==> src/rtl/simple_pkg.sv <==
// Shared types and encodings for the SIMPLE 16-bit controller:
// state encoding, opcode class constants, branch conditions, flag bit positions.
package simple_pkg;

    // Phase encoding is visible on the phase output, so values are fixed.
    typedef enum logic [2:0] {
        ST_IDLE = 3'd0,
        ST_IF   = 3'd1,
        ST_ID   = 3'd2,
        ST_EX   = 3'd3,
        ST_MEM  = 3'd4,
        ST_WB   = 3'd5,
        ST_HALT = 3'd7
    } state_t;

    // op1 = IR[15:14]
    localparam logic [1:0] OP1_LD  = 2'b00;
    localparam logic [1:0] OP1_ST  = 2'b01;
    localparam logic [1:0] OP1_BR  = 2'b10;
    localparam logic [1:0] OP1_ALU = 2'b11;

    // op2 = IR[13:11], meaningful only in the OP1_BR class
    localparam logic [2:0] OP2_LI  = 3'b000;
    localparam logic [2:0] OP2_B   = 3'b100;
    localparam logic [2:0] OP2_BCC = 3'b111;

    // op3 = IR[7:4], meaningful only in the OP1_ALU class
    localparam logic [3:0] OP3_CMP = 4'b0101;
    localparam logic [3:0] OP3_OUT = 4'b1101;
    localparam logic [3:0] OP3_HLT = 4'b1111;

    // cond = IR[10:8]
    localparam logic [2:0] COND_BE  = 3'b000;
    localparam logic [2:0] COND_BLT = 3'b001;
    localparam logic [2:0] COND_BLE = 3'b010;
    localparam logic [2:0] COND_BNE = 3'b011;

    // flags = {S,Z,C,V}
    localparam int FLAG_S = 3;
    localparam int FLAG_Z = 2;
    localparam int FLAG_C = 1;
    localparam int FLAG_V = 0;

    typedef struct packed {
        logic ld;
        logic st;
        logic alu;
        logic li;
        logic b;
        logic bcc;
        logic cmp;
        logic out;
        logic hlt;
    } iclass_t;

    // Classify an instruction word. The all-zero word is a NOP, so it is
    // carved out of the LD class (which otherwise shares op1=00).
    function automatic iclass_t decode(input logic [15:0] ir);
        iclass_t    c;
        logic [1:0] op1;
        logic [2:0] op2;
        logic [3:0] op3;
        logic       nop;
        op1   = ir[15:14];
        op2   = ir[13:11];
        op3   = ir[7:4];
        nop   = (ir == 16'h0000);
        c     = '0;
        c.ld  = (op1 == OP1_LD) && !nop;
        c.st  = (op1 == OP1_ST);
        c.alu = (op1 == OP1_ALU);
        c.li  = (op1 == OP1_BR) && (op2 == OP2_LI);
        c.b   = (op1 == OP1_BR) && (op2 == OP2_B);
        c.bcc = (op1 == OP1_BR) && (op2 == OP2_BCC);
        c.cmp = c.alu && (op3 == OP3_CMP);
        c.out = c.alu && (op3 == OP3_OUT);
        c.hlt = c.alu && (op3 == OP3_HLT);
        return c;
    endfunction

endpackage

==> src/rtl/multicycle_controller_branch_cond.sv <==
// Conditional-branch resolver: maps the 3-bit condition code and the
// current {S,Z,C,V} flags to a taken bit. Purely combinational.
module branch_cond
    import simple_pkg::*;
(
    input  logic [2:0] cond,
    input  logic [3:0] flags,
    output logic       taken
);

    logic s;
    logic z;
    logic v;
    logic unused_carry;

    assign s = flags[FLAG_S];
    assign z = flags[FLAG_Z];
    assign v = flags[FLAG_V];
    // No condition currently tests carry.
    assign unused_carry = flags[FLAG_C];

    // Evaluate the condition; reserved codes are never taken.
    always_comb begin
        taken = 1'b0;
        case (cond)
            COND_BE:  taken = z;
            COND_BLT: taken = s ^ v;
            COND_BLE: taken = z | (s ^ v);
            COND_BNE: taken = ~z;
            default:  taken = 1'b0;
        endcase
    end

endmodule

==> src/rtl/multicycle_controller.sv <==
// Phase-sequencing controller for the SIMPLE datapath. Steps each
// instruction through IF/ID/EX/(MEM)/WB so every write strobe fires once,
// with run/stop, single-step, halt and a configurable memory wait count.
//
// exec and step are single-cycle pulses sampled on every rising clock edge;
// there is no acknowledge. exec toggles the run latch (except in HALT);
// step is honoured only in IDLE while stopped and without a coincident exec.
module multicycle_controller
    import simple_pkg::*;
#(
    parameter int MEM_LAT = 1,
    parameter int CNT_W   = 4
)
(
    input  logic        clock,
    input  logic        reset,
    input  logic        exec,
    input  logic        step,
    input  logic [15:0] instr,
    input  logic [3:0]  flags,
    output logic        ir_we,
    output logic        pc_we,
    output logic        pc_src,
    output logic        reg_we,
    output logic        mem_we,
    output logic        mem_to_reg,
    output logic        reg_dst,
    output logic        alu_src,
    output logic        flags_we,
    output logic        out_we,
    output logic        running,
    output logic        halted,
    output logic [2:0]  phase
);

    state_t     state;
    state_t     state_nxt;
    logic [CNT_W-1:0] cnt;
    logic [15:0] ir;
    logic       step_armed;
    logic       wait_done;
    logic       step_take;
    logic       bcc_taken;
    logic       level_valid;
    iclass_t    ic;

    assign ic        = decode(ir);
    assign wait_done = (cnt == CNT_W'(MEM_LAT - 1));
    assign step_take = (state == ST_IDLE) && step && !running && !exec;
    assign phase     = state;

    branch_cond u_branch_cond (
        .cond  (ir[10:8]),
        .flags (flags),
        .taken (bcc_taken)
    );

    // State register plus run/halt/step latches and the held instruction.
    always_ff @(posedge clock or negedge reset) begin
        if (!reset) begin
            state      <= ST_IDLE;
            running    <= 1'b0;
            halted     <= 1'b0;
            step_armed <= 1'b0;
            ir         <= 16'h0000;
        end else begin
            state <= state_nxt;
            if (exec && state != ST_HALT)
                running <= ~running;
            if (state == ST_EX && ic.hlt)
                halted <= 1'b1;
            if (step_take)
                step_armed <= 1'b1;
            else if (state == ST_WB)
                step_armed <= 1'b0;
            if (ir_we)
                ir <= instr;
        end
    end

    // Wait counter: counts up while dwelling in IF or MEM, zero on every entry.
    always_ff @(posedge clock or negedge reset) begin
        if (!reset)
            cnt <= '0;
        else if ((state == ST_IF || state == ST_MEM) && state_nxt == state)
            cnt <= cnt + CNT_W'(1);
        else
            cnt <= '0;
    end

    // Next-state logic. A stepped instruction always returns to IDLE even if
    // exec started the run latch meanwhile, so a step is exactly one instruction.
    always_comb begin
        state_nxt = state;
        case (state)
            ST_IDLE: if (running || step_take) state_nxt = ST_IF;
            ST_IF:   if (wait_done) state_nxt = ST_ID;
            ST_ID:   state_nxt = ST_EX;
            ST_EX: begin
                if (ic.hlt)
                    state_nxt = ST_HALT;
                else if (ic.ld || ic.st)
                    state_nxt = ST_MEM;
                else
                    state_nxt = ST_WB;
            end
            ST_MEM:  if (wait_done) state_nxt = ST_WB;
            ST_WB:   state_nxt = (running && !step_armed) ? ST_IF : ST_IDLE;
            ST_HALT: state_nxt = ST_HALT;
            default: state_nxt = ST_IDLE;
        endcase
    end

    // Output decode: one-cycle strobes keyed on state, level selects held
    // from ID through WB so the datapath sees them settled before write-back.
    always_comb begin
        ir_we       = 1'b0;
        pc_we       = 1'b0;
        pc_src      = 1'b0;
        reg_we      = 1'b0;
        mem_we      = 1'b0;
        flags_we    = 1'b0;
        out_we      = 1'b0;
        level_valid = (state == ST_ID) || (state == ST_EX) ||
                      (state == ST_MEM) || (state == ST_WB);
        mem_to_reg  = level_valid && ic.ld;
        reg_dst     = level_valid && !ic.ld;
        alu_src     = level_valid && (ic.ld || ic.st);
        case (state)
            ST_IF:  ir_we  = wait_done;
            ST_MEM: mem_we = wait_done && ic.st;
            ST_WB: begin
                pc_we    = 1'b1;
                pc_src   = ic.b || (ic.bcc && bcc_taken);
                reg_we   = ic.ld || ic.li ||
                           (ic.alu && !ic.cmp && !ic.out && !ic.hlt);
                flags_we = ic.alu && !ic.out && !ic.hlt;
                out_we   = ic.out;
            end
            default: ;
        endcase
    end

endmodule
==> config.mk <==
export PLATFORM = sky130hd
export DESIGN_NAME = multicycle_controller
export DESIGN_NICKNAME = d
export VERILOG_FILES = /design/src/rtl/simple_pkg.sv /design/src/rtl/multicycle_controller_branch_cond.sv /design/src/rtl/multicycle_controller.sv
export SDC_FILE = /design/constraint.sdc
export NUM_CORES = 1
export LEC_CHECK = 0
export ABC_AREA = 1
export CAP_MARGIN = 25
export CORE_MARGIN = 2
export CORE_UTILIZATION = 48
export DETAILED_ROUTE_END_ITERATION = 8
export HOLD_SLACK_MARGIN = 0.15
export PLACE_DENSITY_LB_ADDON = 0.3
export SLEW_MARGIN = 10
export SYNTH_ARGS = -nofsm -noshare
export SYNTH_HDL_FRONTEND = slang
export SYNTH_SLANG_ARGS = --single-unit
==> constraint.sdc <==
create_clock -name clock -period 2.54 [get_ports clock]
set_clock_uncertainty 0.2 [all_clocks]
set_input_delay 0.254 -clock clock [delete_from_list [all_inputs] [get_ports clock]]
set_output_delay 0.254 -clock clock [all_outputs]
set_load 0.005 [all_outputs]
==> impl_metrics.env, run 1 <==
export IMPL_path_class="reg -> out"
export IMPL_area_growth_pct=33.6
export IMPL_drt_initial_drc_count=64
export IMPL_grt_overflow=0
export IMPL_status="finished clean"
export IMPL_vias=1277
export IMPL_reg2reg_depth=9
export IMPL_fp_dieH_um=57.5
export IMPL_antenna_found_initial=0
export IMPL_slew_violations=0
export IMPL_seq_area_frac_synth=0.474
export IMPL_grt_usage=0.193
export IMPL_drtAntennaViolNets=0
export IMPL_yosys_area_top_type="dfrtp_1"
export IMPL_htreeDepth=1
export IMPL_async_flop_share=1.00
export IMPL_dieWidth_um=57.5
export IMPL_dieArea_um2=3300
export IMPL_synth_ff_type="dfrtp_1"
export IMPL_cts_tree="done"
export IMPL_max_slew_margin=0.776
export IMPL_crit_arrival_ps=1930
export IMPL_power_density_nw_per_um2=1050
export IMPL_grt_pass1_wl_mm=5.03
export IMPL_multi_input_area_um2=621
export IMPL_gp_congestion=0.840
export IMPL_synth_area_um2=1370
export IMPL_p_leak_nw=0.872
export IMPL_final_hold_viol_count=0
export IMPL_rr_endpoint="ir[3]"
export IMPL_port_buffers=37
export IMPL_crit_path_cell_trace="inv_2 -> nand2_1 -> nor2_4 -> inv_1 -> nor3_1 -> clkdlybuf4s50_1"
export IMPL_cts_sinks=26
export IMPL_grt_pass1_vias=1233
export IMPL_hold_slack_ps=264
export IMPL_drc_errors=0
export IMPL_root_buffer="clkbuf_4"
export IMPL_r2r_start="phase[1]"
export IMPL_hold_end="ir[2]"
export IMPL_syn_avg_cell_area_um2=7.58
export IMPL_hold_depth=3
export IMPL_fmaxAchievable_mhz=419
export IMPL_regArea_um2=651
export IMPL_period_minus_slack_ps=2390
export IMPL_first_pass_iters=4
export IMPL_ys_seq_elements=26
export IMPL_grt_setup_unrepaired="no"
export IMPL_hp_class="in -> reg"
export IMPL_rows=19
export IMPL_cp_slowest_cell="clkdlybuf4s50_1"
export IMPL_clk_latency_ps=310
export IMPL_synth_warnings=0
export IMPL_synth_edff_count=0
export IMPL_syn_nets=207
export IMPL_coreArea_um2=2730
export IMPL_ioPinCount=39
export IMPL_final_nets=250
export IMPL_setup_tns_ps=0
export IMPL_cp_start_kind="register"
export IMPL_maxCapViolCount=0
export IMPL_tightest_slew_ps=337
export IMPL_synth_cell_types=23
export IMPL_start_util=0.502
export IMPL_hpwlAfterDp_mm=2.22
export IMPL_post_route_period_util=0.940
export IMPL_wirelength_mm=2.84
export IMPL_synthMostInstantiatedCell="nand2_1"
export IMPL_r2r_setup_slack_ps=670
export IMPL_synth_common_cells="nand2_1 (55), dfrtp_1 (26), nor2_1 (24), inv_1 (17), nand3_1 (12)"
export IMPL_p_total_mw=1.92
export IMPL_max_stage_delay_ps=540
export IMPL_setup_viol=0
export IMPL_antennaDiodeCount=0
export IMPL_synth_area_leaders="dfrtp_1 (47%), nand2_1 (15%), nor2_1 (6.6%)"
export IMPL_drive_gt1_frac=0.0987
export IMPL_numCtsBuffers=3
export IMPL_crit_required_ps=2090
export IMPL_syn_instance_count=181
export IMPL_via_per_inst=5.03
export IMPL_crit_fanout=5
export IMPL_end_kind="output port"
export IMPL_grt_max_degree=27
export IMPL_cts_buffer_depth=2
export IMPL_n_fill_cell=238
export IMPL_min_from="instr[2]"
export IMPL_max_vdd_ir_drop_uv=772
export IMPL_avgRoutedWirePerCell_um=11.2
export IMPL_synth_top_area_frac=0.474
export IMPL_path_clk_slew_ps=130
[registers in the layout, indices dropped and copies added (netlist names)]
signal / cells
cnt: 4
halted: 1
ir: 16
phase: 3
running: 1
step_armed: 1
[final cells by class]
| type | instances | area share |
|---|---|---|
| repair buffers | 40 | 0.216 |
| clock buffers | 4 | 0.0198 |
| flip-flops and latches | 26 | 0.355 |
| inverters | 24 | 0.0492 |
| multi-input cells | 129 | 0.339 |
| well taps | 31 | 0.0212 |
[cells in the final DEF, fill, tap and decap left out]
| cell type | synthesis | final |
|---|---|---|
| nand2_1 | 55 | 55 |
| clkdlybuf4s50_1 | 0 | 37 |
| dfrtp_1 | 26 | 26 |
| nor2_1 | 24 | 24 |
| inv_1 | 17 | 17 |
| nand3_1 | 12 | 12 |
| o21ai_0 | 8 | 8 |
| inv_2 | 7 | 7 |
| nand2_2 | 5 | 5 |
| a21oi_1 | 5 | 5 |
| o21ai_1 | 3 | 3 |
| clkbuf_4 | 0 | 3 |
| o211ai_1 | 2 | 2 |
| xnor2_1 | 2 | 2 |
| xor2_1 | 2 | 2 |
| nor3_1 | 2 | 2 |
| ha_1 | 2 | 2 |
| buf_4 | 2 | 2 |
| nor2_4 | 0 | 1 |
| nor3_2 | 1 | 1 |
| nor2_8 | 1 | 1 |
| nand4_1 | 1 | 1 |
| a31oi_1 | 1 | 1 |
| o31ai_1 | 1 | 1 |
| or2_2 | 1 | 1 |
| clkbuf_8 | 0 | 1 |
| dlygate4sd3_1 | 0 | 1 |
[cells by family (layout without fill, tap and decap cells)]
| kind of cell | count (synthesis) | after routing | synth area share |
|---|---|---|---|
| XOR/XNOR | 4 | 4 | 0.0256 |
| adder cells (fa/ha/maj) | 2 | 2 | 0.0182 |
| buffers and inverters | 26 | 68 | 0.0766 |
| AND/OR/NAND/NOR | 103 | 103 | 0.326 |
| AO/OA/AOI/OAI | 20 | 20 | 0.0794 |
| flip-flops | 26 | 26 | 0.474 |
[what timing repair did]
| item | in CTS | in global routing |
|---|---|---|
| hold buffers | 1 | 0 |
| resized for setup | 0 | 1 |
| setup endpoints to repair | 0 | 2 |
| endpoints found under the hold margin | 26 | 0 |
| setup buffers | 0 | 0 |
[worst max-delay path: cells and delay by family (launching register included)]
kind | cells | cell delay (ps)
buf+inv | 3 | 760
flops | 1 | 450
simple gates | 3 | 430
[report_power, final]
group          switching (mW)  internal [mW]  total (mW)
clock network           0.113         0.0875       0.201
registers               0.127          0.592       0.719
logic                   0.579          0.418       0.997
[worst max-delay path by stage]
stage,slack (ps),endpoint,from
after floorplan,1010,ir_we,phase[1]
after global placement,370,pc_src,flags[0]
after detailed placement,360,pc_src,flags[0]
after CTS,80,flags_we,phase[1]
after global routing,9,flags_we,phase[1]
final,150,flags_we,phase[1]
[stage by stage]
stage | std cells | setup WS (ps) | util | area, um^2
5_1_grt | 254 | 9.10 | 0.670 | 1830
2_1_floorplan | 181 | 1010 | - | 1370
3_5_place_dp | 249 | 360 | 0.651 | 1780
4_1_cts | 254 | 78.6 | 0.668 | 1830
6_report | 254 | 152 | 0.670 | 1830
3_3_place_gp | 249 | 369 | 0.651 | 1780
[per-layer routing]
layer | vias up | share of wire | GRT usage
li1 | 651 | - | -
met1 | 587 | 0.43 | 0.247
met2 | 35 | 0.50 | 0.333
met3 | 4 | 0.054 | 0.0340
met4 | 0 | 0.0081 | 0.0565
met5 | - | 0 | 0
Note: power is estimated with default switching activity, not from simulation.
==> run 2, diff against run 1 <==
--- a/config.mk
+++ b/config.mk
@@ -10,9 +10,10 @@
 export CORE_MARGIN = 2
 export CORE_UTILIZATION = 48
 export DETAILED_ROUTE_END_ITERATION = 8
-export HOLD_SLACK_MARGIN = 0.15
-export PLACE_DENSITY_LB_ADDON = 0.3
+export HOLD_SLACK_MARGIN = 0.03
+export PLACE_DENSITY = 0.84
 export SLEW_MARGIN = 10
 export SYNTH_ARGS = -nofsm -noshare
 export SYNTH_HDL_FRONTEND = slang
+export SYNTH_HIERARCHICAL = 1
 export SYNTH_SLANG_ARGS = --single-unit
==> impl_metrics.env, run 2 <==
export IMPL_status="finished clean"
export IMPL_final_nets=261
export IMPL_synth_warnings=6
export IMPL_grt_pass1_wl_mm=4.82
export IMPL_fmaxAchievable_mhz=420
export IMPL_grt_overflow=0
export IMPL_crit_arrival_ps=1930
export IMPL_via_per_inst=4.91
export IMPL_p_leak_nw=0.922
export IMPL_antennaDiodeCount=0
export IMPL_synth_top_family_by_area="simple AND/OR/NAND/NOR gates"
export IMPL_yosys_area_top_type="dfrtp_1"
export IMPL_rows=19
export IMPL_reg2reg_depth=10
export IMPL_end_kind="output port"
export IMPL_regMostFlops="ir"
export IMPL_final_cell_mix="nand2_1 (74), clkdlybuf4s50_1 (37), nor2_1 (30)"
export IMPL_largest_register_ffs=16
export IMPL_async_flop_share=1.00
export IMPL_r2r_setup_slack_ps=740
export IMPL_layout_commonest_cell="nand2_1"
export IMPL_synth_top_area_frac=0.466
export IMPL_hpwlAfterDp_mm=2.10
export IMPL_synthXorXnorAreaFrac=0.0188
export IMPL_power_density_nw_per_um2=1050
export IMPL_syn_avg_cell_area_um2=7.23
export IMPL_synth_area_um2=1400
export IMPL_start_util=0.506
export IMPL_period_minus_slack_ps=2380
export IMPL_crit_path_cell_trace="inv_2 -> nor2_1 -> nand2_1 -> inv_1 -> nand3_1 -> a21oi_2 -> clkdlybuf4s50_1"
export IMPL_clk_latency_ps=320
export IMPL_path_clk_slew_ps=140
export IMPL_hp_class="in -> async"
export IMPL_post_route_period_util=0.937
export IMPL_synth_common_cells="nand2_1 (74), nor2_1 (30), dfrtp_1 (26), inv_1 (19), nand3_1 (9)"
export IMPL_dieArea_um2=3350
export IMPL_gp_congestion=0.827
export IMPL_path_class="reg -> out"
export IMPL_cts_buffer_depth=2
export IMPL_drt_initial_drc_count=48
export IMPL_synth_cell_types=23
export IMPL_cp_start_kind="register"
export IMPL_maxCapViolCount=0
export IMPL_vias=1301
export IMPL_final_hold_viol_count=0
export IMPL_synth_compound_area_frac=0.0565
export IMPL_grt_pass1_vias=1182
export IMPL_setup_tns_ps=0
export IMPL_dieWidth_um=57.9
export IMPL_ys_seq_elements=26
export IMPL_htreeDepth=1
export IMPL_slew_violations=0
export IMPL_syn_instance_count=193
export IMPL_coreArea_um2=2760
export IMPL_crit_required_ps=2090
export IMPL_area_growth_pct=32.5
export IMPL_synth_area_leaders="dfrtp_1 (47%), nand2_1 (20%), nor2_1 (8.1%)"
export IMPL_synth_simple_area_share=0.366
export IMPL_setup_viol=0
export IMPL_synth_ff_type="dfrtp_1"
export IMPL_numCtsBuffers=3
export IMPL_first_pass_iters=4
export IMPL_cts_hold_buf=0
export IMPL_root_buffer="clkbuf_4"
export IMPL_n_fill_cell=257
export IMPL_max_vdd_ir_drop_uv=727
export IMPL_synth_edff_count=0
export IMPL_muxShareOfSynthArea=0
export IMPL_grt_usage=0.185
export IMPL_crit_fanout=6
export IMPL_drtAntennaViolNets=0
export IMPL_placed_area_um2=1800
export IMPL_antenna_found_initial=0
export IMPL_finalInstanceArea_um2=1850
export IMPL_cts_tree="done"
export IMPL_cp_slowest_cell="clkdlybuf4s50_1"
export IMPL_drc_errors=0
export IMPL_cts_sinks=26
export IMPL_max_stage_delay_ps=510
export IMPL_seq_area_frac_synth=0.466
export IMPL_ioPinCount=39
export IMPL_synthMostInstantiatedCell="nand2_1"
export IMPL_max_slew_margin=0.780
export IMPL_final_core_util=0.670
export IMPL_wirelength_mm=2.79
export IMPL_drive_gt1_frac=0.0897
export IMPL_port_buffers=37
export IMPL_grt_max_degree=27
export IMPL_synthAdderAreaFrac=0.0179
export IMPL_syn_nets=219
export IMPL_grt_setup_unrepaired="no"
export IMPL_tightest_slew_ps=330
export IMPL_avgRoutedWirePerCell_um=10.5
export IMPL_fp_dieH_um=57.9
## run 2: changes by cell type after synthesis, moves of 2 or more
cell | before | now
a21oi_1 | 5 | 3
buf_2 | 0 | 3
buf_4 | 2 | 0
inv_1 | 17 | 19
inv_2 | 7 | 1
nand2_1 | 55 | 74
nand3_1 | 12 | 9
nor2_1 | 24 | 30
o21ai_0 | 8 | 5
o21ai_1 | 3 | 0
## run 2: worst paths after layout
check,startpoint,end
max,phase[0],pc_src
min in group clock,instr[9],ir[9]
min,reset,cnt[3]
max reg2reg,cnt[0],cnt[3]
min reg2reg,halted,halted
max in group asynchronous,reset,phase[0]
## run 2: routing by layer
metal / part of all wire / GRT usage / routed length [um]
met1: 0.46 / 0.242 / 1280
met2: 0.49 / 0.318 / 1360
met3: 0.045 / 0.0223 / 125
met4: 0.0090 / 0.0598 / 25
met5: 0 / 0 / 0
## run 2: layout make-up
| cell class | count | area (um^2) | area share |
|---|---|---|---|
| multi-input cells | 143 | 644 | 0.349 |
| inverters | 20 | 75.1 | 0.0406 |
| well taps | 31 | 38.8 | 0.0210 |
| repair buffers | 41 | 400 | 0.217 |
| clock buffers | 4 | 36.3 | 0.0196 |
| flip-flops and latches | 26 | 653 | 0.353 |
## run 2: logic make-up (layout without fill, tap and decap cells)
group | count (synthesis) | in the layout
buffers and inverters | 24 | 65
flip-flops | 26 | 26
AND/OR/NAND/NOR | 125 | 125
adder cells (fa/ha/maj) | 2 | 2
AO/OA/AOI/OAI | 13 | 13
XOR/XNOR | 3 | 3
## run 2: where the power goes
part	total (mW)	switching, mW	internal (mW)
clock	0.208	0.120	0.0876
sequential	0.742	0.148	0.594
combinational	0.988	0.546	0.442
## run 2: through the flow
stage / hold slack (ps) / total power [mW] / setup slack, ps / std cells
3_3_place_gp: 258 / 1.69 / 297 / 260
5_1_grt: 96.1 / 2.14 / 5.91 / 265
4_1_cts: 92.4 / 1.93 / 24.7 / 264
3_5_place_dp: 259 / 1.71 / 305 / 260
2_1_floorplan: -242 / 1.37 / 951 / 193
6_report: 87.2 / 1.94 / 159 / 265
## run 2: what timing repair did
item | CTS | global route
resized for setup | 0 | 3
endpoints found under the setup margin | 0 | 1
buffers inserted | 0 | 1
endpoints found under the hold margin | 0 | 0
## run 2: critical path, delay by kind of cell (launching register included)
kind                   cells  cell delay (ps)
AOI/OAI and AO/OA          1              120
buffers and inverters      3              690
and+or+nand+nor            3              360
DFF                        1              440
==> run 3, diff against run 2 <==
--- a/config.mk
+++ b/config.mk
@@ -15,5 +15,4 @@
 export SLEW_MARGIN = 10
 export SYNTH_ARGS = -nofsm -noshare
 export SYNTH_HDL_FRONTEND = slang
-export SYNTH_HIERARCHICAL = 1
 export SYNTH_SLANG_ARGS = --single-unit
==> impl_metrics.env, run 3 (synthesis results as in run 1) <==
export IMPL_coreArea_um2=2730
export IMPL_final_nets=249
export IMPL_cp_start_kind="register"
export IMPL_first_pass_iters=4
export IMPL_setup_ws_ps=172
export IMPL_rr_endpoint="ir[9]"
export IMPL_grt_overflow=0
export IMPL_period_minus_slack_ps=2370
export IMPL_tightest_slew_ps=334
export IMPL_crit_required_ps=2090
export IMPL_grt_setup_unrepaired="no"
export IMPL_hold_slack_ps=74.7
export IMPL_grt_usage=0.192
export IMPL_fp_dieH_um=57.5
export IMPL_ctsResizeCount=0
export IMPL_grt_max_degree=27
export IMPL_cts_hold_buf=0
export IMPL_largest_register_ffs=16
export IMPL_rows=19
export IMPL_antenna_found_initial=0
export IMPL_setup_tns_ps=0
export IMPL_antennaDiodeCount=0
export IMPL_final_cell_mix="nand2_1 (55), clkdlybuf4s50_1 (37), dfrtp_1 (26)"
export IMPL_grt_pass1_vias=1182
export IMPL_power_density_nw_per_um2=1050
export IMPL_drtAntennaViolNets=0
export IMPL_htreeDepth=1
export IMPL_cts_tree="done"
export IMPL_reg2reg_depth=9
export IMPL_dieArea_um2=3300
export IMPL_path_class="reg -> out"
export IMPL_r2r_setup_slack_ps=670
export IMPL_dieWidth_um=57.5
export IMPL_hp_class="in -> async"
export IMPL_hpwlAfterDp_mm=2.18
export IMPL_post_route_period_util=0.932
export IMPL_fmaxAchievable_mhz=422
export IMPL_drive_gt1_frac=0.0991
export IMPL_port_buffers=37
export IMPL_clk_latency_ps=330
export IMPL_ioPinCount=39
export IMPL_cts_sinks=26
export IMPL_max_vdd_ir_drop_uv=800
export IMPL_status="finished clean"
export IMPL_root_buffer="clkbuf_4"
export IMPL_via_per_inst=4.89
export IMPL_cts_buffer_depth=2
export IMPL_wirelength_mm=2.86
export IMPL_drt_initial_drc_count=45
export IMPL_gp_congestion=0.800
export IMPL_r2r_start="phase[1]"
export IMPL_dp_slack_ps=320
export IMPL_layout_commonest_cell="nand2_1"
export IMPL_end_kind="output port"
export IMPL_vias=1238
export IMPL_slew_violations=0
export IMPL_grt_pass1_wl_mm=4.92
export IMPL_p_leak_nw=0.868
export IMPL_maxCapViolCount=0
export IMPL_setup_viol=0
export IMPL_avgRoutedWirePerCell_um=11.3
export IMPL_start_util=0.502
export IMPL_drc_errors=0
export IMPL_path_clk_slew_ps=140
export IMPL_crit_arrival_ps=1910
export IMPL_max_slew_margin=0.777
export IMPL_post_cts_buffers=0
export IMPL_regMostFlops="ir"
export IMPL_final_hold_viol_count=0
export IMPL_crit_fanout=5
export IMPL_area_growth_pct=32.8
export IMPL_numCtsBuffers=3
run 3: changes by cell type in the layout (fill, tap and decap cells not counted), moves of 3 or more:
| cell | delta |
|---|---|
| nand2_1 | -19 |
| inv_2 | +6 |
| nor2_1 | -6 |
| a21oi_1 | +3 |
| nand3_1 | +3 |
| o21ai_0 | +3 |
| o21ai_1 | +3 |
run 3: metal layers:
metal  wire [um]  track usage  up-vias
li1            -            -      645
met1        1330        0.258      554
met2        1330        0.310       34
met3         151       0.0272        5
met4          53       0.0797        0
met5           0            0        -
run 3: worst max-delay path by stage:
stage	startpoint	end	depth (start not counted)
floorplan	phase[1]	ir_we	6
global placement	flags[3]	pc_src	6
detailed placement	flags[3]	pc_src	6
CTS	phase[1]	flags_we	6
global route	phase[1]	reg_we	6
finish	phase[1]	reg_we	6
run 3: worst max-delay path, stage by stage, from the launching register on:
cell and delay, ps:
dfrtp_1 460, inv_2 100, nand2_1 100, nor2_4 150
inv_1 100, a31oi_1 150, clkdlybuf4s50_1 520
run 3: stage by stage:
step / util / instance area, um^2 / total power [mW] / cells
floorplan: - / 1370 / 1.37 / 181
global placement: 0.651 / 1780 / 1.68 / 249
detailed placement: 0.651 / 1780 / 1.71 / 249
CTS: 0.665 / 1820 / 1.93 / 253
global route: 0.666 / 1820 / 2.11 / 253
finish: 0.666 / 1820 / 1.92 / 253
run 3: report_power, final:
group,switching (mW),internal (mW)
sequential,0.127,0.592
combinational,0.571,0.416
clock,0.124,0.0878
run 3: final cells by class:
cell class              count  area [um^2]
clock buffers               4         36.3
fillers                   238          912
inverters                  24         90.1
multi-input cells         129          621
flip-flops and latches     26          651
well taps                  31         38.8
repair buffers             39          385
